[config.mk]
export PLATFORM = sky130hd
export DESIGN_NAME = scan_chain_controller
export DESIGN_NICKNAME = d
export VERILOG_FILES = /design/src/rtl/scan_ctrl_pkg.sv /design/src/rtl/scan_chain_controller_serializer.sv /design/src/rtl/scan_chain_controller.sv
export SDC_FILE = /design/constraint.sdc
export NUM_CORES = 1
export LEC_CHECK = 0
export CORE_MARGIN = 4
export CORE_UTILIZATION = 36
export DETAILED_ROUTE_END_ITERATION = 8
export MAX_ROUTING_LAYER = met4
export PLACE_DENSITY_LB_ADDON = 0.3
export SLEW_MARGIN = 20
export SYNTH_ARGS = -nofsm -noshare
export SYNTH_HDL_FRONTEND = slang
export SYNTH_SLANG_ARGS = --single-unit
[constraint.sdc]
create_clock -name clk -period 3.4 [get_ports clk]
set_input_delay 0.68 -clock clk [delete_from_list [all_inputs] [get_ports clk]]
set_output_delay 0.68 -clock clk [all_outputs]
set_load 0.1 [all_outputs]
[src/rtl/scan_ctrl_pkg.sv]
// Shared definitions for the scan chain controller: host op-codes, one-hot
// FSM state encoding and a byte-count helper.
package scan_ctrl_pkg;

  localparam logic [1:0] OP_STOP  = 2'b00;
  localparam logic [1:0] OP_RUN   = 2'b01;
  localparam logic [1:0] OP_STEP  = 2'b10;
  localparam logic [1:0] OP_SHIFT = 2'b11;

  typedef logic [5:0] state_t;

  // One-hot, matching the processor control unit's state style.
  localparam logic [5:0] ST_IDLE    = 6'b000001;
  localparam logic [5:0] ST_RUN     = 6'b000010;
  localparam logic [5:0] ST_STEP    = 6'b000100;
  localparam logic [5:0] ST_SH_LOAD = 6'b001000;
  localparam logic [5:0] ST_SH_BITS = 6'b010000;
  localparam logic [5:0] ST_SH_OUT  = 6'b100000;

  function automatic int BYTES(input int chain_len);
    return (chain_len + 7) / 8;
  endfunction

endpackage

[src/rtl/scan_chain_controller_serializer.sv]
// Per-byte serializer: loads a host byte, shifts b bits LSB-first into the
// chain while capturing the tail bits, then holds the captured byte for the host.
module scan_byte_serializer (
  input  logic       clk,
  input  logic       rst,
  input  logic       load_i,
  input  logic [7:0] din_i,
  input  logic [3:0] nbits_i,
  input  logic       out_ack_i,
  input  logic       scan_out_i,
  output logic       scan_enable_o,
  output logic       scan_in_o,
  output logic       dout_valid_o,
  output logic [7:0] dout_o,
  output logic       last_bit_o
);

  logic [7:0] sr_q, sr_d, cap_q, cap_d, dout_q, dout_d;
  logic [3:0] cnt_q, cnt_d;
  logic [2:0] idx_q, idx_d;
  logic       se_q, se_d, si_q, si_d, dv_q, dv_d;

  assign last_bit_o    = se_q && (cnt_q == 4'd1);
  assign scan_enable_o = se_q;
  assign scan_in_o     = si_q;
  assign dout_valid_o  = dv_q;
  assign dout_o        = dout_q;

  always_comb begin
    sr_d   = sr_q;
    cap_d  = cap_q;
    cnt_d  = cnt_q;
    idx_d  = idx_q;
    se_d   = se_q;
    si_d   = si_q;
    dv_d   = dv_q;
    dout_d = dout_q;
    if (load_i) begin
      sr_d  = din_i;
      cap_d = 8'h00;
      cnt_d = nbits_i;
      idx_d = 3'd0;
      se_d  = (nbits_i != 4'd0);
      si_d  = din_i[0];
    end else if (se_q) begin
      // scan_out is sampled in the same cycle the head bit is presented.
      sr_d        = {1'b0, sr_q[7:1]};
      si_d        = last_bit_o ? 1'b0 : sr_q[1];
      cap_d[idx_q] = scan_out_i;
      idx_d       = idx_q + 3'd1;
      cnt_d       = cnt_q - 4'd1;
      if (last_bit_o) begin
        se_d   = 1'b0;
        dv_d   = 1'b1;
        dout_d = cap_d;
      end
    end else if (dv_q && out_ack_i) begin
      dv_d   = 1'b0;
      dout_d = 8'h00;
    end
  end

  always_ff @(posedge clk) begin
    if (!rst) begin
      sr_q   <= 8'h00;
      cap_q  <= 8'h00;
      cnt_q  <= 4'd0;
      idx_q  <= 3'd0;
      se_q   <= 1'b0;
      si_q   <= 1'b0;
      dv_q   <= 1'b0;
      dout_q <= 8'h00;
    end else begin
      sr_q   <= sr_d;
      cap_q  <= cap_d;
      cnt_q  <= cnt_d;
      idx_q  <= idx_d;
      se_q   <= se_d;
      si_q   <= si_d;
      dv_q   <= dv_d;
      dout_q <= dout_d;
    end
  end

endmodule

[src/rtl/scan_chain_controller.sv]
// Host-side scan chain driver: SHIFT exchanges the whole chain byte by byte,
// STEP/RUN gate processor_enable. RUN exists only with SCAN_CTRL_RUN_EN defined.
module scan_chain_controller
  import scan_ctrl_pkg::*;
#(
  parameter int CHAIN_LEN = 64
) (
  input  logic       clk,
  input  logic       rst,
  input  logic       cmd_valid,
  output logic       cmd_ready,
  input  logic [1:0] cmd_op,
  input  logic [7:0] cmd_arg,
  input  logic       din_valid,
  output logic       din_ready,
  input  logic [7:0] din,
  output logic       dout_valid,
  input  logic       dout_ready,
  output logic [7:0] dout,
  output logic       scan_enable,
  output logic       scan_in,
  input  logic       scan_out,
  output logic       processor_enable,
  input  logic       processor_halted,
  output logic       busy,
  output logic [5:0] dbg_state
);

  localparam int RW = $clog2(CHAIN_LEN + 1);

  state_t        state_q, state_d;
  logic [RW-1:0] rem_q, rem_d;
  logic [7:0]    step_q, step_d;
  logic [3:0]    nbits;
  logic          din_hs, last_bit;

  // All three ports use valid/ready: a transfer happens on a rising edge where
  // both are high; the producer holds its payload while valid is high and not ready.
  assign cmd_ready        = (state_q == ST_IDLE) || (state_q == ST_RUN);
  assign din_ready        = (state_q == ST_SH_LOAD);
  assign busy             = (state_q != ST_IDLE);
  assign processor_enable = (state_q == ST_RUN) || (state_q == ST_STEP);
  assign dbg_state        = state_q;
  assign din_hs           = din_valid && din_ready;
  assign nbits            = (int'(rem_q) >= 8) ? 4'd8 : 4'(rem_q);

`ifndef SCAN_CTRL_RUN_EN
  logic unused_halted;
  assign unused_halted = processor_halted;
`endif

  scan_byte_serializer u_ser (
    .clk          (clk),
    .rst          (rst),
    .load_i       (din_hs),
    .din_i        (din),
    .nbits_i      (nbits),
    .out_ack_i    (dout_ready),
    .scan_out_i   (scan_out),
    .scan_enable_o(scan_enable),
    .scan_in_o    (scan_in),
    .dout_valid_o (dout_valid),
    .dout_o       (dout),
    .last_bit_o   (last_bit)
  );

  always_comb begin
    state_d = state_q;
    rem_d   = scan_enable ? rem_q - RW'(1) : rem_q;
    step_d  = step_q;
    case (state_q)
      ST_IDLE: begin
        if (cmd_valid) begin
          case (cmd_op)
`ifdef SCAN_CTRL_RUN_EN
            OP_RUN:   state_d = ST_RUN;
`endif
            OP_STEP: begin
              step_d  = cmd_arg;
              state_d = (cmd_arg != 8'd0) ? ST_STEP : ST_IDLE;
            end
            OP_SHIFT: begin
              rem_d   = RW'(CHAIN_LEN);
              state_d = ST_SH_LOAD;
            end
            default:  state_d = ST_IDLE;
          endcase
        end
      end
`ifdef SCAN_CTRL_RUN_EN
      ST_RUN: begin
        if ((cmd_valid && cmd_op == OP_STOP) || processor_halted) state_d = ST_IDLE;
      end
`endif
      ST_STEP: begin
        step_d = step_q - 8'd1;
        if (step_q == 8'd1) state_d = ST_IDLE;
      end
      ST_SH_LOAD: if (din_hs) state_d = ST_SH_BITS;
      ST_SH_BITS: if (last_bit) state_d = ST_SH_OUT;
      ST_SH_OUT: begin
        if (dout_valid && dout_ready) state_d = (rem_q == '0) ? ST_IDLE : ST_SH_LOAD;
      end
      default: state_d = ST_IDLE;
    endcase
  end

  always_ff @(posedge clk) begin
    if (!rst) begin
      state_q <= ST_IDLE;
      rem_q   <= '0;
      step_q  <= 8'd0;
    end else begin
      state_q <= state_d;
      rem_q   <= rem_d;
      step_q  <= step_d;
    end
  end

endmodule

==> summary.md, run 1 <==
| Metric | Value |
|---|---|
| Root buffer cell | clkbuf_8 |
| Slowest cell on crit path | dfxtp_1 |
| GR Util All Layers | between 10 and 15% |
| DRC | 0 |
| Core Util, Final | between 40% and 50% |
| Die Footprint | approximately 0.0091 mm2 |
| PwrDens | about 460 mW/mm2 |
| Crit share post-route | about 83% |
| Count leader, synth | dfxtp_1 |
| Synthesized flop and latch total | 53 |
| DR vias/cell | around 5.2 |
| CP startpoint | dbg_state[5] |
| Lkg Pwr | about 1.2 nW |
| Status | complete, no violations |
| Synth area leaders | dfxtp_1 39%, mux2i_1 6.9%, nor2_1 6.4% |
| N_diodes | 0 |
| HPWL Detailed | roughly 4.4 mm |
| Postcts setup bufs | 0 |
| Actual slew at the worst max-slew pin | around 0.96 ns |
| Largest net degree at the start of global routing | 41 |
| Worst setup endpoint | processor_enable |
| P&R area growth vs syn | 21.3% |
| Setup-failing EPs final | 0 |
| Commonest cells post-synth | 53 x dfxtp_1, 47 x nor2_1, 30 x nand2_1, 22 x a21oi_1, 19 x mux2i_1 |
| Synth Instances | 326 |
| Flop-to-flop setup slack | roughly 1.2 ns |
| Total wire length | between 6 and 7 mm |
| CTS tree | done |
| Slowest stage delay, CP | between 0.5 and 0.6 ns |
| Num ports | 46 |
| Largest fanout on the critical path | 11 |
| Max-slew headroom | between 30 and 40% |
| RSZ-0062 raised after global routing | no |
| Syn Area/Cell | between 8 and 9 um2 |
| Nets | 392 |
| Initial antenna violation count | 0 |
| Fillers | slightly above 700 |
| Final Hold Vio Count | 0 |
| Synth unique cells | 51 |
| RePlAce Congestion | between 0.8 and 0.9 |
| Asr flop ratio synth | 0% |
| Placement Rows | 31 |
| Hold Path Class | flip-flop to flip-flop |
| Vias in the first global route | between 2,000 and 2,500 |
| Seq/Total Area, Yosys | 38.8% |
| MaxCap Viol Count | 0 |
| CP Class | flip-flop to output port |
| Tmin final | 2.83 ns |
| CP arrival | ~2.2 ns |
| Worst hold slack | approximately 0.47 ns |
| GRT overflow | 0 |
| Yosys Warn Count | 0 |
| Ys flop type | dfxtp_1 |
| Buffers added on ports | 43 |
| TritonCTS buffer count | 5 |
| CP Launch Type | flip-flop |
| Netlist Area Pre-Place | around 0.0027 mm2 |
| DR iter-0 viols | roughly 160 |
| Vias | approximately 2,400 |
| CP cell instances | nor2_1 -> nand3_1 -> clkinv_1 -> buf_4 |
| Crit Reg-Reg Startpoint | dbg_state[5] |
| Setup_tns | 0 ns |
| Initial Util | roughly 37% |
| Clock transition at path regs | 0.10 ns |
| H-tree depth | 2 |
| Die boundary height | around 95 um |
| R2r endpoint | step_q[2] |
| # resized after CTS | 0 |
| Maximum clock rate | 0.354 GHz |
| Yosys top cell area share | 38.8% |
| Worst Clk Skew | 0.0115 ns |
| EDFF count, synth | 0 |
| Core area | approximately 0.0073 mm2 |
| Syn Nets | about 360 |
| DRT antenna net count | 0 |
| Clock Latency Late Sink | between 0.3 and 0.4 ns |
| WL per Instance | 13.5 um |
| Peak VDD IR | ~0.16 mV |
| Post-synth top area cell | dfxtp_1 |
| Max clock buf depth | 2 |
| Die extent in x | between 90 and 100 um |
| Layout cell share with drive strength beyond 1 | between 10 and 15% |
| Clk sink count | 53 |
| Reg2reg path depth | 6 |
| First-pass GRT wire length | 10.4 mm |
| Setup crit end kind | output port |
| First drt pass iteration count | 4 |
| CTS Hold Bufs | 0 |
| Final Max Slew Viols | 0 |
| Worst path required time | 2.72 ns |
[cell type report]
| cell class | count | area (um2) | share of cell area [%] |
|---|---|---|---|
| multi-input cells | 243 | 1560 | 46.9 |
| clock buffers | 7 | 108 | 3.24 |
| inverters | 10 | 41.3 | 1.24 |
| flip-flops and latches | 53 | 1070 | 32.3 |
| repair buffers | 47 | 410 | 12.4 |
| clock inverters | 1 | 7.51 | 0.226 |
| well taps | 99 | 124 | 3.73 |
[cell families after synthesis]
family	synth area share [%]
and+or+nand+nor	24.6
AOI/OAI and AO/OA	16.1
DFF	38.8
buffers and inverters	4.71
muxes	8.59
xor gates and xnor gates	3.84
adders and majority gates	3.20
other	0.137
[where the power goes]
group	switching (W)	internal, W	leakage (nW)	total (W)
combinational	0.000289	0.000137	0.684	0.000425
clock	0.000213	0.000210	0.0556	0.000423
sequential	0.0000312	0.000647	0.430	0.000678
total	0.000533	0.000994	1.17	0.00153
[worst max-delay path, delay by kind of cell, from the launching register on]
family | cells | cell delay, ns
buf+inv | 2 | 0.78
simple gates | 2 | 0.54
flops | 1 | 0.51
[stage by stage]
stage / total power (W) / setup WS, ns / instances / area (um2)
6_report: 0.00153 / 0.575 / 460 / 3320
5_1_grt: 0.00160 / 0.416 / 460 / 3320
3_5_place_dp: 0.00112 / 0.889 / 452 / 3210
4_1_cts: 0.00154 / 0.599 / 460 / 3320
2_1_floorplan: 0.00102 / -0.0957 / 326 / 2770
3_3_place_gp: 0.00111 / 0.928 / 452 / 3210
[registers in the layout, summed over array words and instances, names as in the netlist]
name	flops
u_ser.sr_q	7
rem_q	7
u_ser.scan_enable_o	1
u_ser.dout_o	8
u_ser.cnt_q	4
dbg_state	5
u_ser.idx_q	3
u_ser.scan_in_o	1
u_ser.dout_valid_o	1
step_q	8
u_ser.cap_q	8
[layer usage]
metal / GRT usage [%] / routed length (um)
met4: 5.17 / 80
met3: 2.29 / 244
met2: 23.1 / 2890
met1: 19.4 / 3000
met5: - / 0
[cell usage in the layout, fill, tap and decap left out, drive strengths merged, types with 2 or more instances in the layout]
cell,n
dfxtp,53
nor2,47
nand2,30
buf,24
clkdlybuf4s50,23
a21oi,22
mux2i,19
nand3,17
a211oi,17
nor3,7
nor4,7
ha,7
clkbuf,7
inv,6
xnor2,6
xor2,6
o21ai,5
nand4,4
mux2,4
o211ai,4
nand2b,4
nor3b,4
and3,4
clkinv,3
nand3b,3
clkinvlp,2
a32oi,2
o32ai,2
a31oi,2
a21o,2
a311oi,2
or3,2
[how the worst min path moves through the flow]
stage,from,endpoint,cells after the start
finish,u_ser.cap_q[6],u_ser.cap_q[6],2
global route,u_ser.cap_q[6],u_ser.cap_q[6],2
CTS,u_ser.cap_q[6],u_ser.cap_q[6],2
detailed placement,u_ser.cap_q[6],u_ser.cap_q[6],2
global placement,u_ser.cap_q[6],u_ser.cap_q[6],2
floorplan,u_ser.cap_q[6],u_ser.cap_q[6],2
(Power assumes the default switching activity.)
==> run 2, diff against run 1 <==
Clock period 3.4 ns to 2.6 ns, I/O delays scaled along.
==> run 2 against run 1 <==
Net effect:
- sequential power is 31% higher
- worst setup slack worse by 0.35 ns
- count of clock-buffer cells in the layout is the same
- hold slack better by 0.0018 ns
- clock skew shrank 0.0017 ns
- cell area is 2.8% higher
- clock power grew 37%
- cell count is 1.1% higher
- critical path depth unchanged
- critical path type unchanged
==> summary.md, run 2 (same netlist as run 1, synthesis figures left out) <==
| Metric | Value |
|---|---|
| Status | complete, no violations |
| Total wire length | around 6.4 mm |
| Met1 Use GR | ~20% |
| Crit share post-route | between 90 and 100% |
| Placement Rows | 31 |
| H-tree depth | 2 |
| First drt pass iteration count | 4 |
| CP startpoint | dbg_state[4] |
| Die extent in x | ~95 um |
| Num ports | 46 |
| # resized after CTS | 0 |
| Worst path required time | ~2.1 ns |
| Vias | between 2,000 and 2,500 |
| Commonest non-fill, non-tap cell in the layout | dfxtp_1 |
| Nets | around 400 |
| Clock transition at path regs | about 0.09 ns |
| Worst slack, placed | around 0.23 ns |
| CTS Hold Bufs | 0 |
| PwrDens | slightly above 600 mW/mm2 |
| Core area | 0.00733 mm2 |
| Postcts setup bufs | 0 |
| Routing usage on met2 | between 20% and 30% |
| Footprint of the multi-input gates | between 0.0015 and 0.002 mm2 |
| Largest fanout on the critical path | 10 |
| GR Util All Layers | between 10% and 20% |
| Flop-to-flop setup slack | approximately 0.73 ns |
| First-pass GRT wire length | roughly 11 mm |
| DRT antenna net count | 0 |
| GRT overflow | 0 |
| Clk sink count | 53 |
| Final Max Slew Viols | 0 |
| Setup-failing EPs final | 0 |
| Die boundary height | 95.2 um |
| Most frequent cells in the layout | 48 x dfxtp_1, 47 x nor2_1, 30 x nand2_1 |
| CP arrival | 1.86 ns |
| DR iter-0 viols | around 120 |
| RePlAce Congestion | approximately 0.86 |
| Met3 Usage GRT | under 10% |
| TritonCTS buffer count | 5 |
| R2r endpoint | dbg_state[0] |
| RSZ-0062 raised after global routing | no |
| Actual slew at the worst max-slew pin | about 0.51 ns |
| Peak VDD IR | about 0.24 mV |
| Hold Path Class | flip-flop to flip-flop |
| WL per Instance | 13.7 um |
| Initial Util | between 30% and 40% |
| Final Hold Vio Count | 0 |
| Worst Clk Skew | 0.00978 ns |
| Initial antenna violation count | 0 |
| Max-slew headroom | approximately two thirds |
| Crit Reg-Reg Startpoint | dbg_state[4] |
| Max clock buf depth | 2 |
| Fillers | a little under 700 |
| Core Util, Final | a little under half |
| Tmin final | 2.38 ns |
| Worst setup endpoint | busy |
| Fin worst setup slack | roughly 0.22 ns |
| Setup crit end kind | output port |
| DR vias/cell | about 5.1 |
| Lkg Pwr | roughly 1.2 nW |
| HPWL Detailed | roughly 4.6 mm |
| DRC | 0 |
| Die Footprint | just over 0.009 mm2 |
| P&R area growth vs syn | 24.6% |
| Root buffer cell | clkbuf_8 |
| CP Class | flip-flop to output port |
| N_diodes | 0 |
| Global routing's busiest layer | met2 |
| Layout cell share with drive strength beyond 1 | between 15 and 20% |
| MaxCap Viol Count | 0 |
| Worst hold slack | ~0.47 ns |
| FF/Latch Area | around 0.0011 mm2 |
| CTS tree | done |
| Clock Latency Late Sink | about 0.30 ns |
| Vias in the first global route | about 2,300 |
| Buffers added on ports | 43 |
| Reg2reg path depth | 5 |
| Maximum clock rate | around 0.42 GHz |
| CP Launch Type | flip-flop |
| Largest net degree at the start of global routing | 39 |
==> run 2: cell count changes in the layout (fill, tap and decap cells not counted), sizes merged <==
cell      change
buf           +5
bufinv        +1
clkinvlp      -1
==> run 2: layout make-up <==
cell class | count | share of cell area, %
Inverter | 10 | 1.25
Clock inverter | 1 | 0.880
Tap cell | 99 | 3.63
Multi-Input combinational cell | 243 | 45.7
Sequential cell | 53 | 31.4
Clock buffer | 7 | 2.53
Timing Repair Buffer | 52 | 14.6
==> run 2: worst min path at each step <==
stage / startpoint / end / slack [ns] / cells past startpoint
5_1_grt: u_ser.cap_q[6] / u_ser.cap_q[6] / 0.48 / 2
3_3_place_gp: u_ser.cap_q[6] / u_ser.cap_q[6] / 0.44 / 2
3_5_place_dp: u_ser.cap_q[6] / u_ser.cap_q[6] / 0.46 / 2
6_report: u_ser.cap_q[6] / u_ser.cap_q[6] / 0.47 / 2
4_1_cts: u_ser.cap_q[6] / u_ser.cap_q[6] / 0.47 / 2
2_1_floorplan: u_ser.cap_q[6] / u_ser.cap_q[6] / 0.43 / 2
==> run 2: worst max-delay path, cell delays in order, from the launching register on <==
cell and delay [ns]:
dfxtp_4 0.39, or3_4 0.41, nor3b_4 0.38, clkinvlp_4 0.19, buf_12 0.19
==> run 2: power by group <==
group          total, W  internal, W  switching [W]
Sequential     0.000888     0.000846      0.0000421
Clock          0.000578     0.000314       0.000264
Combinational  0.000614     0.000225       0.000388
==> run 2: per-stage QoR <==
| step | std cells | area [um2] | setup TNS [ns] | power, W |
|---|---|---|---|---|
| 2_1_floorplan | 326 | 2770 | -0.736 | 0.00133 |
| 3_3_place_gp | 457 | 3300 | 0 | 0.00151 |
| 3_5_place_dp | 457 | 3300 | 0 | 0.00152 |
| 4_1_cts | 465 | 3410 | 0 | 0.00210 |
| 5_1_grt | 465 | 3410 | 0 | 0.00218 |
| 6_report | 465 | 3410 | 0 | 0.00208 |
==> run 2: per-layer routing <==
metal,up-vias,share of wire [%]
met3,7,3.4
met2,41,47
li1,1250,-
met4,0,1.3
met1,1090,49
met5,-,0
==> run 3, diff against run 2 <==
Settings changed: CTS_CLUSTER_DIAMETER set to 100.
==> results of run 3 <==
The final DEF is identical to that of run 2; final timing and power are the same.
